==> src/rtl/ascon_host_if.sv <==
// Byte-serial host front end for the ascon core: loads the 128-bit operand registers,
// issues the start strobe, and streams the 320-bit permutation state back out MSB first.
module ascon_host_if #(
    parameter int unsigned RUN_CYCLES = 32
) (
    input  logic         clk,
    input  logic         rst,
    input  logic         in_valid,
    input  logic [7:0]   in_data,
    output logic         in_ready,
    output logic         out_valid,
    output logic [7:0]   out_data,
    input  logic         out_ready,
    output logic         busy,
    output logic [127:0] reg0_128b,
    output logic [127:0] reg1_128b,
    output logic [127:0] reg2_128b,
    output logic [2:0]   operation_mode,
    output logic         operation_ready,
    input  logic [63:0]  S_0_reg,
    input  logic [63:0]  S_1_reg,
    input  logic [63:0]  S_2_reg,
    input  logic [63:0]  S_3_reg,
    input  logic [63:0]  S_4_reg
);

    typedef enum logic [1:0] {ST_CMD, ST_LOAD, ST_RUN, ST_READ} state_t;

    localparam logic [5:0] RUN_INIT = 6'(RUN_CYCLES);

    state_t       state_q, state_d;
    logic [127:0] reg0_q, reg0_d, reg1_q, reg1_d, reg2_q, reg2_d;
    logic [2:0]   mode_q, mode_d;
    logic         opr_q, opr_d;
    logic [5:0]   run_cnt_q, run_cnt_d;
    logic [3:0]   byte_cnt_q, byte_cnt_d;
    logic [1:0]   sel_q, sel_d;
    logic [2:0]   word_q, word_d;

    logic         in_fire, out_fire;
    logic [63:0]  rd_word, rd_shift;

    always_ff @(posedge clk or posedge rst) begin
        if (rst) begin
            state_q    <= ST_CMD;
            reg0_q     <= '0;
            reg1_q     <= '0;
            reg2_q     <= '0;
            mode_q     <= '0;
            opr_q      <= 1'b0;
            run_cnt_q  <= '0;
            byte_cnt_q <= '0;
            sel_q      <= '0;
            word_q     <= '0;
        end else begin
            state_q    <= state_d;
            reg0_q     <= reg0_d;
            reg1_q     <= reg1_d;
            reg2_q     <= reg2_d;
            mode_q     <= mode_d;
            opr_q      <= opr_d;
            run_cnt_q  <= run_cnt_d;
            byte_cnt_q <= byte_cnt_d;
            sel_q      <= sel_d;
            word_q     <= word_d;
        end
    end

    // Handshake readiness depends only on registered state, never on the opposite valid/ready.
    assign in_ready  = (state_q == ST_CMD) || (state_q == ST_LOAD);
    assign out_valid = (state_q == ST_READ);
    assign in_fire   = in_valid && in_ready;
    assign out_fire  = out_valid && out_ready;

    always_comb begin
        state_d    = state_q;
        reg0_d     = reg0_q;
        reg1_d     = reg1_q;
        reg2_d     = reg2_q;
        mode_d     = mode_q;
        opr_d      = 1'b0;
        run_cnt_d  = run_cnt_q;
        byte_cnt_d = byte_cnt_q;
        sel_d      = sel_q;
        word_d     = word_q;
        case (state_q)
            ST_CMD: begin
                if (in_fire) begin
                    case (in_data[7:6])
                        2'b01: begin
                            if (in_data[1:0] != 2'd3) begin
                                sel_d      = in_data[1:0];
                                byte_cnt_d = '0;
                                state_d    = ST_LOAD;
                            end
                        end
                        2'b10: begin
                            mode_d    = in_data[2:0];
                            opr_d     = 1'b1;
                            run_cnt_d = RUN_INIT;
                            state_d   = ST_RUN;
                        end
                        2'b11: begin
                            if (in_data[2:0] <= 3'd4) begin
                                word_d     = in_data[2:0];
                                byte_cnt_d = '0;
                                state_d    = ST_READ;
                            end
                        end
                        default: ;
                    endcase
                end
            end
            ST_LOAD: begin
                if (in_fire) begin
                    case (sel_q)
                        2'd0:    reg0_d = {reg0_q[119:0], in_data};
                        2'd1:    reg1_d = {reg1_q[119:0], in_data};
                        2'd2:    reg2_d = {reg2_q[119:0], in_data};
                        default: ;
                    endcase
                    byte_cnt_d = byte_cnt_q + 4'd1;
                    if (byte_cnt_q == 4'd15)
                        state_d = ST_CMD;
                end
            end
            ST_RUN: begin
                // Leaving on the last busy cycle puts in_ready back up exactly when busy drops.
                if (run_cnt_q != '0)
                    run_cnt_d = run_cnt_q - 6'd1;
                if (run_cnt_q <= 6'd1)
                    state_d = ST_CMD;
            end
            ST_READ: begin
                if (out_fire) begin
                    byte_cnt_d = {1'b0, byte_cnt_q[2:0] + 3'd1};
                    if (byte_cnt_q[2:0] == 3'd7) begin
                        word_d = word_q + 3'd1;
                        if (word_q == 3'd4)
                            state_d = ST_CMD;
                    end
                end
            end
            default: state_d = ST_CMD;
        endcase
    end

    always_comb begin
        case (word_q)
            3'd0:    rd_word = S_0_reg;
            3'd1:    rd_word = S_1_reg;
            3'd2:    rd_word = S_2_reg;
            3'd3:    rd_word = S_3_reg;
            3'd4:    rd_word = S_4_reg;
            default: rd_word = '0;
        endcase
        rd_shift = rd_word << {byte_cnt_q[2:0], 3'b000};
        out_data = (state_q == ST_READ) ? rd_shift[63:56] : 8'h00;
    end

    assign busy            = (run_cnt_q != '0);
    assign reg0_128b       = reg0_q;
    assign reg1_128b       = reg1_q;
    assign reg2_128b       = reg2_q;
    assign operation_mode  = mode_q;
    assign operation_ready = opr_q;

endmodule
==> config.mk <==
export PLATFORM = sky130hd
export DESIGN_NAME = ascon_host_if
export DESIGN_NICKNAME = d
export VERILOG_FILES = /design/src/rtl/ascon_host_if.sv
export SDC_FILE = /design/constraint.sdc
export NUM_CORES = 1
export LEC_CHECK = 0
export CAP_MARGIN = 40
export CORE_AREA = 2 2 283 285
export DETAILED_ROUTE_END_ITERATION = 10
export DIE_AREA = 0 0 285 287
export GPL_ROUTABILITY_DRIVEN = 0
export PLACE_DENSITY_LB_ADDON = 0.2
export SYNTH_ARGS = -nofsm -noshare
export SYNTH_HDL_FRONTEND = slang
export SYNTH_SLANG_ARGS = --single-unit
==> constraint.sdc <==
create_clock -name clk -period 14 [get_ports clk]
set_input_delay 2.1 -clock clk [delete_from_list [all_inputs] [get_ports clk]]
set_output_delay 2.1 -clock clk [all_outputs]
set_load 0.1 [all_outputs]
==> out/results.ini, run 1 <==
[synth]
synth_nets=1631
ys.warnings.count=0
synthCells=1286
seq_area_frac_synth_pct=56.8
ys_ff_latch=405
synth_ff_type=dfrtp_1
syn_area_sq_mm=0.0178
yosysUniqueCellTypes=58
syn_area_per_cell_sq_um=13.9
synth-edff-count=0
ys_async_sr_fraction_pct=100

[hold_path]
whs_path_depth=1
hold_end=operation_mode[1]
min_path_type=register to register
hp-start=operation_mode[1]

[global_route]
gr-max-usage-layer=met2
antenna_found_initial=12
grtUsageMet2_pct=37.9
grt_pass1_vias=17744
grt_max_degree=75
grt_pass1_wl_microns=119000
met3_usage_pct=3.27
use_met1_pct=19.6
grt-ovfl-total=0
track_usage_pct=19.2

[route]
drtIter0Drc=762
via_per_inst=4.54
ant_nets=0
vias=15833
detail_route.first_pass.iterations=6
wirelength_microns=80600
wl_per_cell_microns=23.1
drc=0

[sta]
tightest_slew_ps=875
setup_viol=0
setup_slack_ps=6920
finalHoldViolCount=0
slew_headroom_pct=41.1
finClkSkew_ps=23.1
final-max-slew-violation-count=0
period_minus_slack_ps=7080
fmax_ghz=0.141
fin_tns_setup_ps=0
layout_worst_path_cycle_share_pct=50.5
rsz0062_at_grt=no

[final_layout]
layout-drive-gt1-share_pct=37.9
regArea_sq_mm=0.0101
final_cell_area_sq_mm=0.0373
stdcell_count=3486
layout_commonest_cell=clkdlybuf4s50_1
fin_nets=2739
area_growth_syn_to_layout_pct=109
final_cell_mix=730 x clkdlybuf4s50_1, 403 x dfrtp_1, 391 x mux2_2
num-fill-cells=6577
multi_input_area_sq_mm=0.00717

[worst_setup_path]
crit_fanout=42
critPathMaxStageDelay_ps=810
reg2reg_to=state_q[0]
crit_path_end_kind=primary output
cpMostUsedCell=inv_1
required_ps=11900
crit_arrival_ps=4980
criticalPathCategory=register to primary output
worstPathCellList=inv_1, ha_2, buf_4, nor2b_4, nor4_1, nor2_1, inv_1, a211oi_1, clkdlybuf4s50_1, buf_8
crit_path_start_kind=register
critical-path-top-delay-family=buffers and inverters
reg2reg_depth=8
worst-path-buf-inv=5
cp_slowest_cell=nor2b_4
reg2reg_from=word_q[0]
rrSetupSlack_ps=10960

[floorplan]
ios=731
dieHeight_microns=287
start_util_pct=22.7
coreArea_sq_mm=0.0786
dieArea_sq_mm=0.0818
die_w_microns=285
placementRows=103

[clock_network]
cts_hold_buf=0
ctsResizeCount=0
cts-root-buf=clkbuf_16
clkSinkCount=405
tritoncts.num_buffers=46
htree_levels=2
cts_tree=done
clk_latency_ps=570
cts_buffer_depth=3
cts.clk_slew.worst_paths_ps=60
post_cts_buffers=0

[placed_design]
post-dp-hpwl_microns=64400
dp_cells=3396
dp_slack_ps=6870
port_buffers=730
place_area_sq_mm=0.0356

[power]
vdd_drop_max_mv=0.112
total_power_w=0.00650
cellPowerDensity_mw_per_mm2=174
power.leakage_nw=16.4

[run]
drv_cap=0

[run_status]
outcome=completed

-- cells by family after synthesis --
kind of cell / count (synthesis) / share of synthesized area [%]
AOI/OAI and AO/OA: 240 / 11.0
xor gates and xnor gates: 4 / 0.196
adders and majority gates: 13 / 0.912
buffers and inverters: 115 / 3.16
DFF: 405 / 56.8
muxes: 397 / 25.0
and+or+nand+nor: 112 / 2.86
-- Yosys cell counts (5+ instances only) --
cell type / number / area share [%]
nand2_1: 41 / 0.86
nor3_1: 6 / 0.17
dfrtp_1: 405 / 57
a222oi_1: 45 / 2.5
a221o_1: 14 / 0.79
o21ai_0: 18 / 0.51
a22oi_1: 20 / 0.84
a221oi_1: 26 / 1.3
a22o_1: 17 / 0.83
nor2_1: 30 / 0.63
o211ai_1: 11 / 0.46
buf_6: 6 / 0.38
mux2i_1: 6 / 0.34
and3_1: 7 / 0.25
a21o_1: 5 / 0.21
inv_1: 11 / 0.23
ha_1: 13 / 0.91
a311oi_1: 8 / 0.39
mux2_2: 391 / 25
a21oi_1: 16 / 0.45
clkbuf_1: 23 / 0.48
buf_2: 65 / 1.8
nand3_1: 13 / 0.36
o21a_1: 10 / 0.42
-- registers in the layout, summed over array words and instances, names as in the netlist --
| name | cells |
|---|---|
| sel_q | 2 |
| state_q | 2 |
| reg0_128b | 128 |
| run_cnt_q | 6 |
| operation_mode | 3 |
| reg1_128b | 128 |
| word_q | 3 |
| byte_cnt_q | 4 |
| reg2_128b | 128 |
| operation_ready | 1 |
-- metal layers --
layer	up-vias	routed length, microns
li1	7125	-
met1	7929	27100
met2	640	45900
met3	137	3940
met4	2	3600
met5	-	13
-- per-stage QoR --
step | utilization (%) | hold WS [ps]
4_1_cts | 47.4 | 509
2_1_floorplan | - | 472
3_3_place_gp | 33.3 | 487
6_report | 47.5 | 503
3_5_place_dp | 45.3 | 496
5_1_grt | 47.5 | 523
-- report_power, final --
part	total [W]	switching, W	internal, W
registers	0.00151	0.000168	0.00134
clock network	0.00135	0.000494	0.000854
logic	0.00364	0.00211	0.00153
-- layout make-up --
type,instances,area share (%)
diodes,6,0.0402
clock buffers,60,3.47
clock inverters,24,1.12
repair buffers,1161,45.3
flip-flops and latches,405,27.2
well taps,1050,3.52
multi-input cells,766,19.2
inverters,14,0.161
-- how the worst max path moves through the flow --
| stage | start | cells past startpoint | slack, ps | end |
|---|---|---|---|---|
| finish | word_q[1] | 10 | 6920 | out_data[4] |
| global route | word_q[1] | 10 | 6620 | out_data[4] |
| CTS | word_q[1] | 10 | 6790 | out_data[4] |
| detailed placement | S_1_reg[36] | 8 | 6870 | out_data[4] |
| global placement | S_2_reg[36] | 7 | 6380 | out_data[4] |
| floorplan | rst | 1 | 630 | byte_cnt_q[0] |
Note: power is estimated with default switching activity, not from simulation.
==> run 2, diff against run 1 <==
==> constraint.sdc (replaced) <==
create_clock -name clk -period 5.8 [get_ports clk]
set_input_delay 0.87 -clock clk [delete_from_list [all_inputs] [get_ports clk]]
set_output_delay 0.87 -clock clk [all_outputs]
set_load 0.1 [all_outputs]
==> out/results.ini, run 2 (synthesis gave the netlist of run 1 again) <==
[floorplan]
coreArea_sq_mm=0.0786  ; unchanged
die_w_microns=285  ; unchanged
ios=731  ; unchanged
placementRows=103  ; unchanged
dieArea_sq_mm=0.0818  ; unchanged
dieHeight_microns=287  ; unchanged
start_util_pct=22.7  ; unchanged

[clock_network]
clkSinkCount=405  ; unchanged
cts_buffer_depth=3  ; unchanged
cts_tree=done  ; unchanged
ctsResizeCount=0  ; unchanged
post_cts_buffers=0  ; unchanged
tritoncts.num_buffers=45  ; was 46
cts-root-buf=clkbuf_16  ; unchanged
cts.clk_slew.worst_paths_ps=60  ; about the same
htree_levels=2  ; unchanged
clk_latency_ps=580  ; was 570 ps
cts_hold_buf=0  ; unchanged

[global_route]
grt-ovfl-total=0  ; unchanged
antenna_found_initial=9  ; was 12
grt_max_degree=142  ; was 75
grt_pass1_wl_microns=118000  ; was 119000 microns
track_usage_pct=19.2  ; about the same
grt_pass1_vias=17375  ; was 17744

[sta]
layout_worst_path_cycle_share_pct=84.2
slew_headroom_pct=38.8  ; was 41.1%
final-max-slew-violation-count=0  ; unchanged
tightest_slew_ps=918  ; was 875 ps
finalHoldViolCount=0  ; unchanged
fmax_ghz=0.205
setup_slack_ps=919  ; was 6920 ps
rsz0062_at_grt=no  ; unchanged
setup_viol=0  ; unchanged
finClkSkew_ps=27.7  ; was 23.1 ps
period_minus_slack_ps=4880

[worst_setup_path]
endpoint=out_data[4]  ; unchanged
reg2reg_to=reg2_128b[123]  ; was state_q[0]
rrSetupSlack_ps=2990  ; was 10960 ps
crit_arrival_ps=4010  ; was 4980 ps
crit_path_end_kind=primary output  ; unchanged
crit_path_start_kind=register  ; unchanged
cp-startpoint=word_q[0]  ; was word_q[1]
reg2reg_depth=6  ; was 8
criticalPathCategory=register to primary output  ; unchanged
required_ps=4930  ; was 11900 ps
reg2reg_from=state_q[0]  ; was word_q[0]
crit_fanout=78  ; was 42

[route]
wl_per_cell_microns=23.2  ; was 23.1 microns
detail_route.first_pass.iterations=8  ; was 6
drtIter0Drc=911  ; was 762
wirelength_microns=80500  ; was 80600 microns
vias=15810  ; was 15833
drc=0  ; unchanged
via_per_inst=4.56  ; was 4.54
ant_nets=0  ; unchanged

[placed_design]
port_buffers=730  ; unchanged
place_area_sq_mm=0.0353  ; was 0.0356 sq mm
dp_slack_ps=1660  ; was 6870 ps
post-dp-hpwl_microns=64500  ; was 64400 microns

[power]
total_power_w=0.0154  ; was 0.00650 W
power.leakage_nw=16.2  ; was 16.4 nW
cellPowerDensity_mw_per_mm2=417  ; was 174 mW/mm^2
vdd_drop_max_mv=0.321  ; was 0.112 mV

[final_layout]
layout-drive-gt1-share_pct=37.8  ; was 37.9%
final_cell_area_sq_mm=0.0369  ; was 0.0373 sq mm
multi_input_area_sq_mm=0.00717  ; about the same
layout_commonest_cell=clkdlybuf4s50_1  ; unchanged
final_cell_mix=722 x clkdlybuf4s50_1, 404 x dfrtp_1, 391 x mux2_2  ; was 730 x clkdlybuf4s50_1, 403 x dfrtp_1, 391 x mux2_2
num-fill-cells=6605  ; was 6577
area_growth_syn_to_layout_pct=107  ; was 109%
regArea_sq_mm=0.0101  ; about the same
fin_nets=2724  ; was 2739

[hold_path]
min_path_type=register to register  ; unchanged

[run_status]
outcome=completed  ; unchanged

[run]
drv_cap=0  ; unchanged

## run 2: critical path, stage by stage (launching register included)
cell and delay, ps:
dfrtp_1 430, inv_1 120, ha_2 180, buf_4 660, a222oi_1 230, o211a_1 270, a311oi_1 550, a311oi_1 130
a211oi_1 380, buf_2 270, buf_12 190
## run 2: worst min-delay path by stage
stage                      startpoint                end  depth (start not counted)
global placement       reg1_128b[123]     reg1_128b[123]                          1
detailed placement     reg2_128b[123]     reg2_128b[123]                          1
CTS                     reg1_128b[40]      reg1_128b[48]                          1
finish                  reg1_128b[40]      reg1_128b[48]                          1
floorplan                run_cnt_q[1]       run_cnt_q[1]                          2
global route        operation_mode[0]  operation_mode[0]                          1
## run 2: stage by stage
step	TNS (ps)	hold WS, ps	utilization, %	cells
CTS	0	511	47.0	3463
global placement	0	486	33.4	2988
finish	0	507	47.0	3467
floorplan	-212910	472	-	1286
global route	0	523	47.0	3466
detailed placement	0	497	44.9	3382
## run 2: layout make-up
cell class / instances / area share, %
inverter: 14 / 0.152
sequential: 405 / 27.4
antenna: 4 / 0.0271
clock inverter: 23 / 0.847
tap: 1050 / 3.56
timing repair buffer: 1147 / 45.1
multi-input combinational: 766 / 19.4
clock buffer: 58 / 3.48
## run 2: per-layer routing
metal	wire length [microns]	share of wire, %	global-route usage (%)
met5	13	0.016	0
met4	4310	5.4	9.61
met2	45500	56	37.8
met3	3980	4.9	3.33
met1	26700	33	19.1
## run 2: where the power goes
part           internal (W)  switching (W)  total (W)
clock               0.00184        0.00120    0.00305
sequential          0.00324       0.000366    0.00361
combinational       0.00365        0.00508    0.00873
==> run 3, diff against run 2 <==
==> constraint.sdc (replaced) <==
create_clock -name clk -period 4.25 [get_ports clk]
set_input_delay 0.6375 -clock clk [delete_from_list [all_inputs] [get_ports clk]]
set_output_delay 0.6375 -clock clk [all_outputs]
set_load 0.1 [all_outputs]
==> out/results.ini, run 3 (synthesis gave the netlist of run 1 again) <==
[sta]
finalHoldViolCount=0  ; unchanged
final-max-slew-violation-count=0  ; unchanged
whs_ps=353  ; was 507 ps
setup_viol=0  ; unchanged
setup_slack_ps=51.9  ; was 919 ps
period_minus_slack_ps=4200
finClkSkew_ps=28.5  ; was 27.7 ps
fmax_ghz=0.238
rsz0062_at_grt=no  ; unchanged
slew_headroom_pct=42.1  ; was 38.8%
layout_worst_path_cycle_share_pct=98.8
tightest_slew_ps=869  ; was 918 ps

[run]
drv_cap=0  ; unchanged

[worst_setup_path]
reg2reg_from=state_q[0]  ; unchanged
cp-startpoint=word_q[1]  ; was word_q[0]
crit_arrival_ps=3560  ; was 4010 ps
criticalPathCategory=register to primary output  ; unchanged
crit_fanout=17  ; was 78
crit_path_end_kind=primary output  ; unchanged
required_ps=3610  ; was 4930 ps
crit_path_start_kind=register  ; unchanged

[placed_design]
post-dp-hpwl_microns=65900  ; was 64500 microns
dp_slack_ps=500  ; was 1660 ps
port_buffers=730  ; unchanged
place_area_sq_mm=0.0354  ; was 0.0353 sq mm
dp_cells=3396  ; was 3382

[route]
drtIter0Drc=893  ; was 911
via_per_inst=4.57  ; was 4.56
vias=15905  ; was 15810
drc=0  ; unchanged
detail_route.first_pass.iterations=6  ; was 8
ant_nets=0  ; unchanged
wirelength_microns=80900  ; was 80500 microns
wl_per_cell_microns=23.2  ; about the same

[final_layout]
layout_commonest_cell=clkdlybuf4s50_1  ; unchanged
area_growth_syn_to_layout_pct=107  ; about the same
stdcell_count=3482  ; was 3467
fin_nets=2739  ; was 2724
final_cell_area_sq_mm=0.0370  ; was 0.0369 sq mm
final_cell_mix=721 x clkdlybuf4s50_1, 403 x dfrtp_1, 391 x mux2_2  ; was 722 x clkdlybuf4s50_1, 404 x dfrtp_1, 391 x mux2_2
num-fill-cells=6622  ; was 6605
layout-drive-gt1-share_pct=38.1  ; was 37.8%

[power]
p_seq_share_pct=23.6  ; was 23.4%
p_sw_w=0.00909  ; was 0.00665 W
vdd_drop_max_mv=0.342  ; was 0.321 mV
clock_power_share_pct=19.5  ; was 19.8%
intPower_w=0.0120  ; was 0.00873 W
combPwrFrac_pct=56.8  ; was 56.7%
cellPowerDensity_mw_per_mm2=569  ; was 417 mW/mm^2
swShare_pct=43.2  ; about the same
power.leakage_nw=16.2  ; about the same

[clock_network]
tritoncts.num_buffers=45  ; unchanged
post_cts_buffers=0  ; unchanged
cts-root-buf=clkbuf_16  ; unchanged
clkSinkCount=405  ; unchanged
cts_hold_buf=0  ; unchanged
cts.clk_slew.worst_paths_ps=60  ; about the same
cts_tree=done  ; unchanged
cts_buffer_depth=3  ; unchanged
clk_latency_ps=580  ; about the same
htree_levels=2  ; unchanged

[floorplan]
dieArea_sq_mm=0.0818  ; unchanged
placementRows=103  ; unchanged
start_util_pct=22.7  ; unchanged
coreArea_sq_mm=0.0786  ; unchanged
die_w_microns=285  ; unchanged
ios=731  ; unchanged
dieHeight_microns=287  ; unchanged

[hold_path]
min_path_type=input port to asynchronous set/reset pin  ; was register to register

[run_status]
outcome=completed  ; unchanged

[global_route]
antenna_found_initial=10  ; was 9
grt_max_degree=129  ; was 142
grt-ovfl-total=0  ; unchanged
grt_pass1_vias=17711  ; was 17375
grt_pass1_wl_microns=118000  ; about the same
track_usage_pct=19.2  ; about the same

==> run 3: changes by cell type in the layout (fill, tap and decap cells not counted), sizes merged <==
cell	delta
buf	+15
clkinvlp	-5
clkinv	+4
clkbuf	+2
clkdlybuf4s50	-1
inv	-1
nor2b	+1
==> run 3: per-layer routing <==
metal / GRT usage (%) / up-vias / share of wire (%)
li1: - / 7101 / -
met1: 19.2 / 7954 / 34
met2: 37.8 / 677 / 56
met3: 2.88 / 173 / 4.6
met4: 10.5 / 0 / 5.8
met5: 0 / - / 0
==> run 3: worst paths after layout <==
path | endpoint | slack [ps] | cells past startpoint
min | reg1_128b[98] | 350 | 2
min reg2reg | reg1_128b[122] | 500 | 1
max | out_data[4] | 50 | 8
min in group clk | reg1_128b[122] | 500 | 1
max in group asynchronous | reg2_128b[15] | 2780 | 4
max reg2reg | reg0_128b[75] | 1750 | 5
==> run 3: area by class of cell <==
type                       count  area (sq um)  share of cell area, %
clock buffer                  60          1250                   3.39
clock inverter                21           332                  0.897
multi-input combinational    767          7200                   19.5
tap                         1050          1310                   3.55
inverter                      14          56.3                  0.152
sequential                   405         10100                   27.4
timing repair buffer        1161         16700                   45.1
antenna                        4          10.0                 0.0271
==> run 3: critical path, stage by stage (launching register included) <==
cell	delay, ps
dfrtp_1	410
inv_1	110
ha_2	440
nor2b_4	490
nand2_1	110
a311oi_1	450
a311oi_1	120
a211oi_2	590
buf_12	260
==> run 3: through the flow <==
step | total power, W | setup TNS [ps] | utilization [%]
global placement | 0.0139 | 0 | 33.7
finish | 0.0211 | 0 | 47.0
global route | 0.0218 | 0 | 47.0
CTS | 0.0213 | 0 | 47.0
detailed placement | 0.0170 | 0 | 45.0
floorplan | 0.0113 | -746500 | -
==> run 3: timing repair <==
action,CTS,global route
hold endpoints to repair,0,0
gates cloned,1,0
pin swaps,0,1
gates resized for setup,1,0
endpoints found under the setup margin,1,1
==> run 3: power by group through the flow <==
stage          registers, W  logic (W)  clock network (W)
6_report            0.00498     0.0120            0.00412
5_1_grt             0.00507     0.0123            0.00442
4_1_cts             0.00499     0.0120            0.00426
3_5_place_dp        0.00505     0.0120                  0
3_3_place_gp        0.00501    0.00892                  0
2_1_floorplan       0.00841    0.00287                  0
